[src/rtl/vend_pkg.sv]
// Shared types for the vending-machine coin arbiter.
// Coin codes and the arbiter FSM state encoding.
package vend_pkg;

    typedef logic [1:0] coin_t;

    localparam coin_t COIN_NONE = 2'b00;
    localparam coin_t COIN_A    = 2'b01;
    localparam coin_t COIN_B    = 2'b10;

    typedef enum logic [1:0] {
        IDLE,
        ISSUE,
        GAP,
        HOLD
    } arb_state_t;

endpackage

[src/rtl/vend_rr_pick.sv]
// Combinational round-robin pick: first set request at or after ptr,
// wrapping modulo N; returns one-hot grant, its index and any-valid.
module vend_rr_pick #(
    parameter int N = 4
) (
    input  logic [N-1:0]         req,
    input  logic [$clog2(N)-1:0] ptr,
    output logic [N-1:0]         grant,
    output logic [$clog2(N)-1:0] idx,
    output logic                 any
);

    localparam int IW = $clog2(N);

    always_comb begin
        int t;
        logic [IW-1:0] j;
        t     = 0;
        j     = '0;
        grant = '0;
        idx   = '0;
        any   = 1'b0;
        for (int k = 0; k < N; k++) begin
            t = int'(ptr) + k;
            if (t >= N) t = t - N;
            j = t[IW-1:0];
            if (!any && req[j]) begin
                any      = 1'b1;
                grant[j] = 1'b1;
                idx      = j;
            end
        end
    end

endmodule

[src/rtl/vend_coin_arbiter.sv]
// Round-robin coin arbiter with per-customer ownership lock and vend counter.
// Optional HOLD idle timeout enabled by defining VEND_ARB_TIMEOUT_EN.
module vend_coin_arbiter
    import vend_pkg::*;
#(
    parameter int NREQ       = 4,
    parameter int GAP_CYCLES = 1,
    parameter int TIMEOUT    = 64
) (
    input  logic                    clk,
    input  logic                    reset,
    input  logic [NREQ-1:0]         req_valid,
    input  logic [NREQ-1:0][1:0]    req_coin,
    output logic [NREQ-1:0]         req_ready,
    output logic [1:0]              vm_in,
    input  logic                    vm_out,
    output logic [$clog2(NREQ)-1:0] owner,
    output logic                    owner_vld,
    output logic [15:0]             vend_cnt
);

    localparam int IW = $clog2(NREQ);
    localparam logic [3:0] GAP_INIT = 4'(GAP_CYCLES - 1);

    if (NREQ < 2 || NREQ > 8 || GAP_CYCLES < 1 || GAP_CYCLES > 15 ||
        TIMEOUT < 1) begin : g_param_chk
        $error("vend_coin_arbiter: parameter out of range");
    end

    arb_state_t    state_q, state_d;
    logic [IW-1:0] owner_q, owner_d;
    logic          owner_vld_q, owner_vld_d;
    logic [IW-1:0] rr_ptr_q, rr_ptr_d;
    logic [15:0]   vend_cnt_q, vend_cnt_d;
    coin_t         vm_in_q, vm_in_d;
    logic [3:0]    gap_q, gap_d;

    logic [NREQ-1:0] pick_gnt;
    logic [IW-1:0]   pick_idx;
    logic            pick_any;
    logic [IW-1:0]   ptr_nxt;
    coin_t           own_coin;

`ifdef VEND_ARB_TIMEOUT_EN
    localparam int TW = $clog2(TIMEOUT + 1);
    logic [TW-1:0] to_q, to_d;
`endif

    vend_rr_pick #(.N(NREQ)) u_pick (
        .req   (req_valid),
        .ptr   (rr_ptr_q),
        .grant (pick_gnt),
        .idx   (pick_idx),
        .any   (pick_any)
    );

    assign ptr_nxt  = (owner_q == IW'(NREQ - 1)) ? '0 : owner_q + 1'b1;
    assign own_coin = req_coin[owner_q];

    always_comb begin
        state_d     = state_q;
        owner_d     = owner_q;
        owner_vld_d = owner_vld_q;
        rr_ptr_d    = rr_ptr_q;
        gap_d       = gap_q;
        vm_in_d     = COIN_NONE;
        req_ready   = '0;
        vend_cnt_d  = vend_cnt_q + {15'd0, vm_out};
`ifdef VEND_ARB_TIMEOUT_EN
        to_d        = '0;
`endif
        // A vend releases ownership immediately; the FSM drains ISSUE/GAP first
        if (vm_out && owner_vld_q) begin
            owner_vld_d = 1'b0;
            rr_ptr_d    = ptr_nxt;
        end
        unique case (state_q)
            IDLE: begin
                req_ready = pick_gnt;
                if (pick_any) begin
                    owner_d     = pick_idx;
                    owner_vld_d = 1'b1;
                    if (req_coin[pick_idx] != COIN_NONE) begin
                        vm_in_d = req_coin[pick_idx];
                        state_d = ISSUE;
                    end else begin
                        state_d = HOLD;
                    end
                end
            end
            ISSUE: begin
                state_d = GAP;
                gap_d   = GAP_INIT;
            end
            GAP: begin
                if (gap_q == 4'd0) begin
                    state_d = owner_vld_d ? HOLD : IDLE;
                end else begin
                    gap_d = gap_q - 4'd1;
                end
            end
            HOLD: begin
                if (vm_out) begin
                    state_d = IDLE;
                end else if (req_valid[owner_q]) begin
                    req_ready[owner_q] = 1'b1;
                    if (own_coin != COIN_NONE) begin
                        vm_in_d = own_coin;
                        state_d = ISSUE;
                    end
                end
`ifdef VEND_ARB_TIMEOUT_EN
                else if (to_q == TW'(TIMEOUT - 1)) begin
                    owner_vld_d = 1'b0;
                    rr_ptr_d    = ptr_nxt;
                    state_d     = IDLE;
                end else begin
                    to_d = to_q + 1'b1;
                end
`endif
            end
            default: state_d = IDLE;
        endcase
    end

    always_ff @(posedge clk or posedge reset) begin
        if (reset) begin
            state_q     <= IDLE;
            owner_q     <= '0;
            owner_vld_q <= 1'b0;
            rr_ptr_q    <= '0;
            vend_cnt_q  <= '0;
            vm_in_q     <= COIN_NONE;
            gap_q       <= '0;
        end else begin
            state_q     <= state_d;
            owner_q     <= owner_d;
            owner_vld_q <= owner_vld_d;
            rr_ptr_q    <= rr_ptr_d;
            vend_cnt_q  <= vend_cnt_d;
            vm_in_q     <= vm_in_d;
            gap_q       <= gap_d;
        end
    end

`ifdef VEND_ARB_TIMEOUT_EN
    always_ff @(posedge clk or posedge reset) begin
        if (reset) to_q <= '0;
        else       to_q <= to_d;
    end
`endif

    assign vm_in     = vm_in_q;
    assign owner     = owner_q;
    assign owner_vld = owner_vld_q;
    assign vend_cnt  = vend_cnt_q;

endmodule

[config.mk]
export PLATFORM = sky130hd
export DESIGN_NAME = vend_coin_arbiter
export DESIGN_NICKNAME = d
export VERILOG_FILES = /design/src/rtl/vend_pkg.sv /design/src/rtl/vend_rr_pick.sv /design/src/rtl/vend_coin_arbiter.sv
export SDC_FILE = /design/constraint.sdc
export NUM_CORES = 1
export LEC_CHECK = 0
export ABC_AREA = 1
export CORE_MARGIN = 2
export CORE_UTILIZATION = 55
export CTS_BUF_LIST = sky130_fd_sc_hd__clkbuf_16
export DETAILED_ROUTE_END_ITERATION = 8
export HOLD_SLACK_MARGIN = 0.06
export PLACE_DENSITY = 0.82
export SETUP_SLACK_MARGIN = 0.02
export SYNTH_ARGS = -nofsm -noshare
export SYNTH_HDL_FRONTEND = slang
export SYNTH_SLANG_ARGS = --single-unit
[constraint.sdc]
create_clock -name clk -period 4.9 [get_ports clk]
set_input_delay 1.47 -clock clk [delete_from_list [all_inputs] [get_ports clk]]
set_output_delay 1.47 -clock clk [all_outputs]
set_load 0.05 [all_outputs]
* Word level (Yosys, flattened, before mapping)
Cells that the tools add are included.
Widths: inputs -> output; s select.
** Operators by class
- $add $sub $neg :: 10
- Div/mod/pow operators :: 0
- Multiplexer cells :: 63
- Shifts and indexed selects :: 0
- Multiply operators :: 0
- Order comparisons :: 15
- Bitwise gates (word level) :: 3
- Equal/unequal tests :: 9
- Reductions and logical operators :: 20
** Operators with widths (number)
- $mux 2 :: 23
- $mux 4 :: 7
- $lt 2x3->1 const B :: 6
- $mux 1 :: 17
- $add 16x1->16 :: 1
- $pmux 4 s2 :: 2
- $or 4x4->4 :: 3
- $bmux 1 s2 :: 5
- $demux 1 s2 :: 5
- $ge 2x1->1 const B :: 5
- $ge 3x3->1 const B :: 3
- $logic_and 1x1->1 :: 9
- $bmux 2 s2 :: 2
- $pmux 2 s4 :: 1
- $sub 2x1->2 const B :: 4
- $add 2x2->3 const B :: 2
- $eq 2x2->1 const B :: 3
- $ne 2x2->1 const B :: 3
- $ne 3x3->1 const B :: 2
- $reduce_bool 2->1 :: 3
- $logic_not 4->1 :: 1
- $pmux 2 s2 :: 1
- $reduce_and 2->1 :: 2
- $reduce_and 4->1 :: 1
- other kinds (7) :: 9
** Word-level totals
- Word-level logic and storage cells :: 127
- Bits of input ports :: 15
- ROM bits :: 0
- Memories kept :: 0
- Bits in latches :: 0
- Memory bits (writable) :: 0
- Output and inout port bits :: 25
- Register bits after elaboration :: 29

* Logic depth before layout (Yosys ltp)
Gate-level depths: netlist of the first run.
- Word-level depth :: 20
- Mapped depth :: 17
- Mapped depth without buffers :: 16

* By module
From an unflattened synthesis of the first run, not the netlist that was laid out.
** Unflattened totals
- Cells, all modules :: 276
- Area total of the unflattened synthesis :: 2117.0 um^2
** By module, submodules not included
- vend_coin_arbiter :: cells an instance 202, area an instance 1676.6 um^2, instances 1, sequential area each 725.7 um^2
- vend_rr_pick :: cells an instance 74, area an instance 440.4 um^2, instances 1, sequential area each 0.0 um^2

* Worst setup path before layout of the first run
Ideal clock, no wire load.
- Kind :: input to output
- Start :: input req_valid[3]
- End :: output req_ready[0]
- Data arrival time :: 3062 ps
- Path buffers :: 0
- Stages on the path :: 11
- Data required time :: 3430 ps
- Slack :: 368 ps
- Cells stage by stage :: inv_1 -> nand2_1 -> nand3_2 -> nand2_4 -> nor2_8 -> nand2_1 -> o21ai_0 -> a21oi_1 -> o21ai_0 -> nand2_1 -> a21oi_1
** Between the ends
- Longest elaborated chain between the ends :: 13
- Elaborated cells on any way between the ends :: 29
- Those cells by class :: 20 x mux; 3 x bitwise; 6 x reduce/logical
** Ends and longest elaborated chain
- start: declaration :: RTL line vend_coin_arbiter.sv:12 : input logic [NREQ-1:0] req_valid,
- $bmux 1 s2 :: RTL line vend_rr_pick.sv:27 : if (!any && req[j]) begin
- $mux 1 (not written as such) :: RTL line vend_rr_pick.sv:27
- $mux 1 :: RTL line vend_rr_pick.sv:27
- $logic_not 1->1 :: RTL line vend_rr_pick.sv:27
- $logic_and 1x1->1 :: RTL line vend_rr_pick.sv:27
- $mux 1 :: RTL line vend_rr_pick.sv:27
- $logic_not 1->1 :: RTL line vend_rr_pick.sv:27
- $logic_and 1x1->1 :: RTL line vend_rr_pick.sv:27
- $mux 1 :: RTL line vend_rr_pick.sv:27
- $logic_not 1->1 :: RTL line vend_rr_pick.sv:27
- $logic_and 1x1->1 :: RTL line vend_rr_pick.sv:27
- $mux 4 :: RTL line vend_rr_pick.sv:27
- $pmux 4 s2 * :: RTL line vend_coin_arbiter.sv:77 : unique case (state_q)
- end: declaration :: RTL line vend_coin_arbiter.sv:14 : output logic [NREQ-1:0] req_ready,
Every way passes the cells marked *; elsewhere a longest branch is shown, timed or not. The select of a mux whose other input is x is not followed.

* Final worst setup path of the first run
- Start :: input req_valid[0]
- End :: output req_ready[2]
The elaborated chain is that of the path after synthesis.

==> metrics, run 1 <==
initial DRC count=193; Die Wd=approximately 67 microns; H-tree depth=2; Hold Path Sink=vend_cnt[15]; reg2reg path depth=15; max-cap violations=0; cell area after synthesis=2160 sq um; ANT nets after route=0; most common cell after layout, fill and taps aside=nand2_1; global route hottest layer=met2; Fill cells=between 200 and 300; Max Slew Vio Count=0; WP data required=3.43 ns; Fmax=0.212 GHz; Final min period=4.71 ns; area grow syn2layout=30.2%; post-CTS setup buffer count=0; Synth Register Bits=29; Clock Skews=approximately 0.0060 ns; TritonCTS clock tree=yes; RR Startpoint=rr_ptr_q[0]; Placed Area=2630 sq um; post-CTS sizing=0; RSZ-0062 raised after global routing=no; final non-filler cell total=366; largest net degree at the start of global routing=30; most frequent cells in the layout=nand2_1 (52), inv_1 (39), clkdlybuf4s50_1 (34); final setup violating endpoints=0; GPL Wtd Cong=0.946; 1st-pass router iterations=4; arrival time at the worst endpoint=~3.2 ns; Worst-path clk slew=around 0.050 ns; Final Hold Viols=0; # DRC=0; Syn Area/Cell=about 7.9 sq um; Post-Route Setup TNS=0 ns; final WL=around 5300 microns; Clk Latency, worst-skew pair=between 0.2 and 0.3 ns; Initial Util=approximately three fifths; Worst Hold Path Cells=1; total number of vias=around 2,000; Post-CTS Hold Fix Bufs=0; num rows=22; first-pass GRT wire length=~8600 microns; reg2reg end=state_q[1]; asr flop ratio synth=between 90% and 100%; Ys Warns=0; power density cells=around 720 nW/um^2; Final Cycle Share=a little over nine tenths; startpoint types=input pin; total CTS buffers=5; initial antenna violation count=0; placed cells=~360; drt wl/cell=about 15 microns; GRT Util Overall=26.0%; Global Route met3 Usage=between 5 and 6%; type of the worst setup path=in -> out; Via-to-Cell Ratio=5.46; number of global-route vias before repair=approximately 1,900; clock root cell=clkbuf_16; IO Port Bufs=39; global-route met2 utilization=a little under half; worst slew pin tran=~1.1 ns; Hold Startpoint=vend_cnt[15]; GRT met1 Usage=between 30 and 40%; Critical Path Sink Type=output port; post-synthesis sequential area ratio=between 30 and 40%; layout net count=350; GR Overflow Total=0; # IOs=40; Design Area, Final=2810 sq um; Cell variety after synth=32; Hold Path Class=reg -> reg; Core ar.=3720 sq um; outcome=complete, no violations; r2r setup slk=2.30 ns; synthesized instance count=approximately 270; syn_nets=between 300 and 400; ys flop type=dfrtp_1; CTS sink count=29; leakage=0.00137 uW; DP HPWL=between 3000 and 4000 microns; maximum clock path buffer count=2; Worst VDD drop=around 0.42 mV; share of cells above drive strength 1=14.2%; Die Y=~67 microns; Die Area=roughly 4400 sq um; number of enable flip-flop cells after synthesis=0; CP Max Fanout=4; max_slew headroom=a little over a quarter; Antenna Cells=0
-- state kept, by name (all words and copies together) (netlist names) --
register and flops:
rr_ptr_q 2, state_q 2, owner 2, owner_vld 1, vm_in 2, gap_q 4, vend_cnt 16
-- routing by layer --
| metal | vias up | wire (microns) |
|---|---|---|
| met5 | - | 0 |
| met4 | 0 | 119 |
| met3 | 15 | 287 |
| met2 | 70 | 2720 |
| met1 | 928 | 2210 |
| li1 | 984 | - |
-- synth_stat cells (6+ instances only) --
library cell	number	area share [%]
a21oi_1	14	3.2
nand3_1	22	5.1
xnor2_1	6	2.4
dfrtp_1	29	34
nand4_1	7	2.0
o21ai_0	15	3.5
nand2_1	52	9.0
inv_1	39	6.8
nor2_1	14	2.4
nand2_2	9	2.6
xor2_1	9	3.7
ha_1	18	10
nand3_2	7	3.2
o22ai_1	6	1.7
-- kinds of logic (layout without fill, tap and decap cells) --
group,Yosys count,after routing,synth area share (%)
buf+inv,47,91,8.98
compound gates,42,42,10.9
flops,29,29,33.6
fa+ha+maj,18,18,10.4
xor+xnor,15,15,6.08
simple gates,123,123,30.0
-- critical path, stage by stage --
cell             delay (ns)
clkdlybuf4s50_1        0.51
nand2_1                0.10
nand3_1                0.12
nand2_1                0.10
nor2_2                 0.18
inv_1                  0.08
o22ai_1                0.11
a31oi_1                0.06
o21ai_0                0.09
nand2_1                0.09
a21oi_2                0.18
buf_12                 0.15
-- per-stage QoR --
step           total power (uW)  hold WS [ns]  setup slack, ns  util (%)
2_1_floorplan              1310         0.459            0.368         -
3_3_place_gp               1610         0.464            0.116      70.7
3_5_place_dp               1630         0.470           0.0956      70.7
4_1_cts                    2000         0.483           0.0908      75.1
5_1_grt                    2160         0.504           0.0178      75.7
6_report                   2030         0.477            0.189      75.7
-- worst max-delay path by stage --
stage | cells past startpoint | from | slack (ns) | endpoint
2_1_floorplan | 11 | req_valid[3] | 0.37 | req_ready[0]
3_3_place_gp | 13 | req_valid[3] | 0.12 | req_ready[0]
3_5_place_dp | 13 | req_valid[3] | 0.1 | req_ready[0]
4_1_cts | 13 | req_valid[3] | 0.09 | req_ready[0]
5_1_grt | 13 | req_valid[1] | 0.02 | req_ready[2]
6_report | 12 | req_valid[0] | 0.19 | req_ready[2]
-- area by class of cell --
| cell class | instances | area [sq um] | area share (%) |
|---|---|---|---|
| Multi-Input combinational cell | 198 | 1260 | 44.7 |
| Timing Repair Buffer | 39 | 433 | 15.4 |
| Tap cell | 48 | 60.1 | 2.14 |
| Clock inverter | 3 | 37.5 | 1.34 |
| Clock buffer | 5 | 125 | 4.45 |
| Sequential cell | 29 | 726 | 25.8 |
| Inverter | 44 | 173 | 6.14 |
-- power by group --
| part | leakage (uW) | internal [uW] | switching [uW] |
|---|---|---|---|
| logic | 0.000926 | 428 | 855 |
| clock network | 0.0000826 | 235 | 99.8 |
| registers | 0.000365 | 307 | 105 |
Power figures use the tool's default switching activity.
==> run 2: changes to the inputs <==
Settings changed: ABC_CLOCK_PERIOD_IN_PS set to 4900, HOLD_SLACK_MARGIN 0.06 to unset.
==> results of run 2 <==
Same layout as run 1: the final DEF is identical, and so are final timing and power.
